==> src/rtl/clock_pkg.sv <==
// clock_pkg: shared constants and types for the clock display path.
package clock_pkg;
    localparam int NUM_DIGITS = 6;
    typedef logic [2:0] dig_t;
    localparam logic [6:0] SEG_DASH = 7'h40;
    // gfedcba codes indexed by nibble; 10..15 render as a dash
    localparam logic [15:0][6:0] SEG_TABLE = {
        SEG_DASH, SEG_DASH, SEG_DASH, SEG_DASH, SEG_DASH, SEG_DASH,
        7'h6F, 7'h7F, 7'h07, 7'h7D, 7'h6D, 7'h66, 7'h4F, 7'h5B, 7'h06, 7'h3F
    };
endpackage

==> src/rtl/bcd_to_seg7.sv <==
// bcd_to_seg7: combinational BCD nibble to seven-segment (gfedcba) decoder.
module bcd_to_seg7
    import clock_pkg::*;
(
    input  logic [3:0] nib,
    output logic [6:0] seg
);
    assign seg = SEG_TABLE[nib];
endmodule

==> src/rtl/clock_display_scan.sv <==
// clock_display_scan: multiplexed 6-digit seven-segment scanner for BCD hh:mm:ss,
// snapshotting the time once per frame so a frame never mixes two seconds.
module clock_display_scan
    import clock_pkg::*;
#(
    parameter int SCAN_DIV     = 1000,
    parameter int COMMON_ANODE = 0
) (
    input  logic       clk,
    input  logic       reset,
    input  logic       ena,
    input  logic [7:0] hh,
    input  logic [7:0] mm,
    input  logic [7:0] ss,
    input  logic       blank_lz,
    output logic [5:0] an,
    output logic [6:0] seg,
    output logic       dp,
    output logic       frame_done
);
    localparam int PW = $clog2(SCAN_DIV);
    localparam logic [PW-1:0] PRE_TC = PW'(SCAN_DIV - 1);
    localparam dig_t LAST = dig_t'(NUM_DIGITS - 1);
    localparam logic INV = COMMON_ANODE != 0;

    logic [PW-1:0] pre_q, pre_d;
    dig_t          dig_q, dig_d;
    logic [23:0]   snap_q, snap_d, snap_sh;
    logic [5:0]    an_q, an_d;
    logic [6:0]    seg_q, seg_d, seg_raw;
    logic          dp_q, dp_d, fd_q, fd_d;
    logic          tc, blank;
    logic [3:0]    nib;

    bcd_to_seg7 u_dec (
        .nib(nib),
        .seg(seg_raw)
    );

    // Decode from snap_d so digit 0 already shows the snapshot taken on this edge
    always_comb begin
        tc = pre_q == PRE_TC;
        pre_d = (!ena || tc) ? '0 : pre_q + 1'b1;
        dig_d = !ena ? '0 : tc ? (dig_q == LAST ? '0 : dig_q + 1'b1) : dig_q;
        snap_d = (ena && dig_q == '0 && pre_q == '0) ? {hh, mm, ss} : snap_q;
        snap_sh = snap_d >> {dig_q, 2'b00};
        nib = snap_sh[3:0];
        blank = blank_lz && dig_q == LAST && snap_d[23:20] == 4'd0;
        an_d = {6{INV}} ^ ((ena && !blank) ? 6'd1 << dig_q : 6'd0);
        seg_d = {7{INV}} ^ ((ena && !blank) ? seg_raw : 7'd0);
        dp_d = INV ^ (ena && (dig_q == 3'd2 || dig_q == 3'd4));
        fd_d = ena && tc && dig_q == LAST;
    end

    always_ff @(posedge clk or posedge reset) begin
        if (reset) begin
            pre_q  <= '0;
            dig_q  <= '0;
            snap_q <= '0;
            an_q   <= {6{INV}};
            seg_q  <= {7{INV}};
            dp_q   <= INV;
            fd_q   <= 1'b0;
        end else begin
            pre_q  <= pre_d;
            dig_q  <= dig_d;
            snap_q <= snap_d;
            an_q   <= an_d;
            seg_q  <= seg_d;
            dp_q   <= dp_d;
            fd_q   <= fd_d;
        end
    end

    assign an = an_q;
    assign seg = seg_q;
    assign dp = dp_q;
    assign frame_done = fd_q;
endmodule

==> config.mk <==
export PLATFORM = sky130hd
export DESIGN_NAME = clock_display_scan
export DESIGN_NICKNAME = d
export VERILOG_FILES = /design/src/rtl/clock_pkg.sv /design/src/rtl/bcd_to_seg7.sv /design/src/rtl/clock_display_scan.sv
export SDC_FILE = /design/constraint.sdc
export NUM_CORES = 1
export LEC_CHECK = 0
export BUFFER_PORTS_ARGS = -buffer_cell sky130_fd_sc_hd__buf_2
export CORE_AREA = 2 2 78 80
export DETAILED_ROUTE_END_ITERATION = 10
export DIE_AREA = 0 0 80 82
export GPL_ROUTABILITY_DRIVEN = 0
export HOLD_SLACK_MARGIN = 0.03
export PLACE_DENSITY = 0.61
export SKIP_CTS_REPAIR_TIMING = 1
export SLEW_MARGIN = 10
export SYNTH_ARGS = -nofsm -noshare
export SYNTH_HDL_FRONTEND = slang
export SYNTH_SLANG_ARGS = --single-unit
export TNS_END_PERCENT = 30
==> constraint.sdc <==
create_clock -name clk -period 3.1 [get_ports clk]
set_input_delay 0.155 -clock clk [delete_from_list [all_inputs] [get_ports clk]]
set_output_delay 0.155 -clock clk [all_outputs]
set_load 0.05 [all_outputs]
==> results by stage <==
Yosys:
- The post-synthesis simple-gate area fraction is 19.6%.
- After synthesis, the share of flip-flops with an asynchronous set or reset is 100%.
- The number of instances in the synthesized netlist is 243.
- The synthesized netlist devotes 3.50% of its cell area to adder and majority cells.
- The dominant combinational cell family by area after synthesis is simple AND/OR/NAND/NOR gates.
- The post-synthesis cell area is 2500 µm².
- The mean instance size in the synthesized netlist is 10.3 µm².
- Synthesis instantiated 42 different standard cells from the library.
- The portion of netlist area occupied by mux cells is slightly above 7%.
- Of the total synthesized cell area, the portion taken by XOR and XNOR cells is under 10%.
- The number of warnings reported in the yosys synthesis log is 0.
- The share of the synthesized area in the top cell type is 52.0%.
- After synthesis, the cell types taking the most area are sky130_fd_sc_hd__dfrtp_1 52%, sky130_fd_sc_hd__nand2_1 7.4%, sky130_fd_sc_hd__mux2_2 4.9%.
- The commonest register cell after synthesis is sky130_fd_sc_hd__dfrtp_1.
- The number of nets handed over by synthesis was 278.
- sky130_fd_sc_hd__dfrtp_1 takes more of the synthesized area than any other cell.
- The synthesized flop and latch total is between 50 and 60.
- The share of the yosys chip area belonging to registers is 52.0%.
- The number of flops mapped to enable cells by yosys is 0.
- The synthesized netlist devotes 11.5% of its cell area to compound gates.

Drt:
- In the final routed layout, each cell accounts on average for 13.8 µm.
- The DRC violation total after the first TritonRoute iteration is 62.
- Summed over all layers, the routed wires come to 5130 µm.
- The vias after detailed routing is between 1500 and 2000.
- The first TritonRoute pass finished after 4 iterations.
- Once detail routing completed, the nets flagged for antenna violations numbered 0.
- The detailed-route DRC error count is 0.
- The post-detailed-route via-to-cell ratio is 5.01.

GRT:
- After global routing the overflow that remains totals 0.
- The maximum number of pins on one net before global-route repair is 53.
- The global routing usage summed across all routing layers is 17.8%.
- The via count of the first global-routing pass came to 1811.
- The first global-routing pass estimated 8940 µm of wire.
- The number of antenna violations at the first check in global routing came to 0.

Die:
- In this run the vertical extent of the chip is 82 µm.
- The top-level I/O count is 43.
- After floorplanning, the core was sized to cover 5750 µm².
- The starting utilization of the core area is 43.6%.
- The initialized floorplan defines 28 standard-cell rows.
- The overall die area is 6560 µm².
- The horizontal extent of the die is around 80 µm.

STA:
- Based on the critical path, the design can be clocked at up to ~350 MHz.
- Setup violations remaining at the end of the flow were counted as 0.
- The final max-slew violation count came to 0.
- In the post-route analysis, the smallest setup slack over all paths is roughly 0.28 ns.
- The hold violation count in the final report came to 0.
- The post-route clock period utilization is 91.1%.
- At the pin with the least slew margin, the transition time is 1.06 ns.
- Hold timing on the final database bottoms out at a slack of around 0.032 ns.
- The final clock skew is 0.0149 ns.
- Setup total negative slack on the finished layout was measured at 0 ns.
- The worst pin sits at a relative slew slack of 29.4%.
- The smallest clock period supported by the final layout is computed as about 2.8 ns.
- Setup repair after global routing left no endpoint under its margin.

Pwr:
- The leakage power figure is 1.47 nW.
- The peak ir drop on the vdd network is 0.302 mV.
- Dividing total power by cell area gives a power density of 578 nW/µm².
- Total power for the finished layout comes to 1.71 mW.

Critical path:
- STA classifies the critical path startpoint as a flop.
- In this design, the stage delay of the slowest critical-path cell is 0.42 ns.
- The category of the critical setup timing path is flop to flop.
- The endpoint required time on the critical path is 3.29 ns.
- The largest individual stage delay along the critical path comes from the cell sky130_fd_sc_hd__dfrtp_1.
- The category of the worst setup path capture point is a flop.
- The largest fanout of any net on the critical path is 9.
- The arrival time of data at the critical path endpoint is between 3 and 4 ns.
- The signal on the critical path passes through inv_1 > ha_1 > nor4b_2 > nand4_2 > mux2_2 > o21ba_2 > a211oi_4 > inv_1 > ha_1 > o32ai_1.

Finish:
- Compared with the post-synthesis result, the final layout area differs by 18.3%.
- The number of inserted filler cells in the final layout is 562.
- Of the cells placed in the final design, the portion with a size suffix greater than 1 is 27.7%.
- The repair_antennas step left the layout with diodes totalling 0.
- After the last flow step, the layout net total stands at 330.

Place:
- The pre-CTS worst setup slack is 0.325 ns.
- The total half-perimeter wirelength after legalization and detailed placement is 3700 µm.
- The count of buffers added on input and output ports is between 40 and 50.

Clocking:
- The later pin in the worst-skew pair is clocked with a latency of 0.31 ns.
- The clock slew seen by the registers of the worst setup and hold paths is 0.09 ns.
- The maximum count of clock buffers along a single path is 2.
- The CTS sink count is 52.
- The number of buffers inserted during clock tree synthesis is 5.
- The H-tree level count is 2.
- The root buffer cell is sky130_fd_sc_hd__clkbuf_8.
- TritonCTS built the clock tree.

Flow run:
- The number of max-capacitance violations reported is 0.

Worst hold path:
- The type of the worst min-delay path is input port to flop.

Status:
- The run finished with clean final reports.
## cell families (layout without fill, tap and decap cells)
family,after synthesis,count (layout)
xor+xnor,9,9
simple gates,104,104
buf+inv,19,72
mux,16,16
fa+ha+maj,7,7
compound gates,36,36
flops,52,52
## per-stage QoR
stage / cell area, µm² / std cells / utilization (%)
finish: 2960 / 371 / 51.5
global route: 2960 / 371 / 51.5
CTS: 2940 / 369 / 51.2
detailed placement: 2830 / 361 / 49.3
global placement: 2830 / 361 / 49.3
floorplan: 2500 / 243 / -
## worst max-delay path: cells and delay by family (launching register included)
family	cells	cell delay, ns
DFF	1	0.42
and+or+nand+nor	2	0.62
adders and majority gates	2	0.35
muxes	1	0.38
AOI/OAI and AO/OA	3	0.77
buffers and inverters	2	0.17
## cell usage after synthesis, types with 2 or more instances
cell / number
sky130_fd_sc_hd__dfrtp_1: 52
sky130_fd_sc_hd__nand2_1: 49
sky130_fd_sc_hd__nor2_1: 25
sky130_fd_sc_hd__inv_1: 12
sky130_fd_sc_hd__mux2_2: 11
sky130_fd_sc_hd__nand3_1: 8
sky130_fd_sc_hd__o21ai_0: 8
sky130_fd_sc_hd__xnor2_1: 8
sky130_fd_sc_hd__ha_1: 7
sky130_fd_sc_hd__a21oi_1: 6
sky130_fd_sc_hd__and3_1: 5
sky130_fd_sc_hd__clkbuf_1: 5
sky130_fd_sc_hd__mux2i_1: 4
sky130_fd_sc_hd__nand4_1: 4
sky130_fd_sc_hd__nor3_1: 4
sky130_fd_sc_hd__o21bai_1: 3
sky130_fd_sc_hd__o32ai_1: 3
sky130_fd_sc_hd__a21o_1: 2
sky130_fd_sc_hd__a221oi_1: 2
sky130_fd_sc_hd__o21ba_2: 2
sky130_fd_sc_hd__o31a_1: 2
## cells in the final DEF (no fill, tap or decap), types with 2 or more instances in the layout
cell and count:
sky130_fd_sc_hd__dfrtp_1 52, sky130_fd_sc_hd__a221oi_1 2, sky130_fd_sc_hd__a21o_1 2, sky130_fd_sc_hd__and3_1 5, sky130_fd_sc_hd__nand2_1 49, sky130_fd_sc_hd__clkbuf_8 5
sky130_fd_sc_hd__o21ba_2 2, sky130_fd_sc_hd__dlygate4sd3_1 2, sky130_fd_sc_hd__mux2i_1 4, sky130_fd_sc_hd__inv_1 11, sky130_fd_sc_hd__nand3_1 8, sky130_fd_sc_hd__o21ai_0 8
sky130_fd_sc_hd__o21bai_1 3, sky130_fd_sc_hd__nand4_1 4, sky130_fd_sc_hd__buf_4 8, sky130_fd_sc_hd__o32ai_1 3, sky130_fd_sc_hd__ha_1 7, sky130_fd_sc_hd__nor3_1 4
sky130_fd_sc_hd__buf_2 42, sky130_fd_sc_hd__xnor2_1 8, sky130_fd_sc_hd__nor2_1 25, sky130_fd_sc_hd__o31a_1 2, sky130_fd_sc_hd__mux2_2 11, sky130_fd_sc_hd__a21oi_1 6
## final timing paths
path | startpoint | to | slack, ns | cells after the start
max | pre_q[0] | seg[5] | 0.28 | 10
min | mm[0] | snap_q[8] | 0.03 | 3
max reg2reg | pre_q[0] | seg[5] | 0.28 | 10
min reg2reg | snap_q[8] | snap_q[8] | 0.48 | 2
max in group asynchronous | reset | snap_q[10] | 2.34 | 2
min in group asynchronous | reset | pre_q[5] | 0.11 | 2
## routing by layer
metal | routed length (µm) | global-route usage, %
met1 | 2440 | 24.7
met2 | 2450 | 28.3
met3 | 183 | 2.97
met4 | 66 | 6.10
met5 | 0 | 0
## registers in the layout, indices dropped and copies added, names as in the netlist
register    count
dp              1
dig_q           3
pre_q          10
frame_done      1
snap_q         24
seg             7
an              6
## layout make-up
| type | instances | area [µm²] | area share [%] |
|---|---|---|---|
| timing repair buffer | 52 | 290 | 9.81 |
| clock inverter | 2 | 35.0 | 1.18 |
| tap | 75 | 93.8 | 3.17 |
| clock buffer | 6 | 72.6 | 2.45 |
| sequential | 52 | 1300 | 44.0 |
| inverter | 12 | 45.0 | 1.52 |
| multi-input combinational | 172 | 1120 | 37.9 |
## report_power, final
| group | total [mW] | internal [mW] | switching (mW) | leakage, nW |
|---|---|---|---|---|
| Sequential | 0.818 | 0.777 | 0.0410 | 0.668 |
| Clock | 0.452 | 0.240 | 0.213 | 0.0552 |
| Combinational | 0.439 | 0.169 | 0.270 | 0.748 |
| Total | 1.71 | 1.19 | 0.524 | 1.47 |
(Power assumes the default switching activity.)
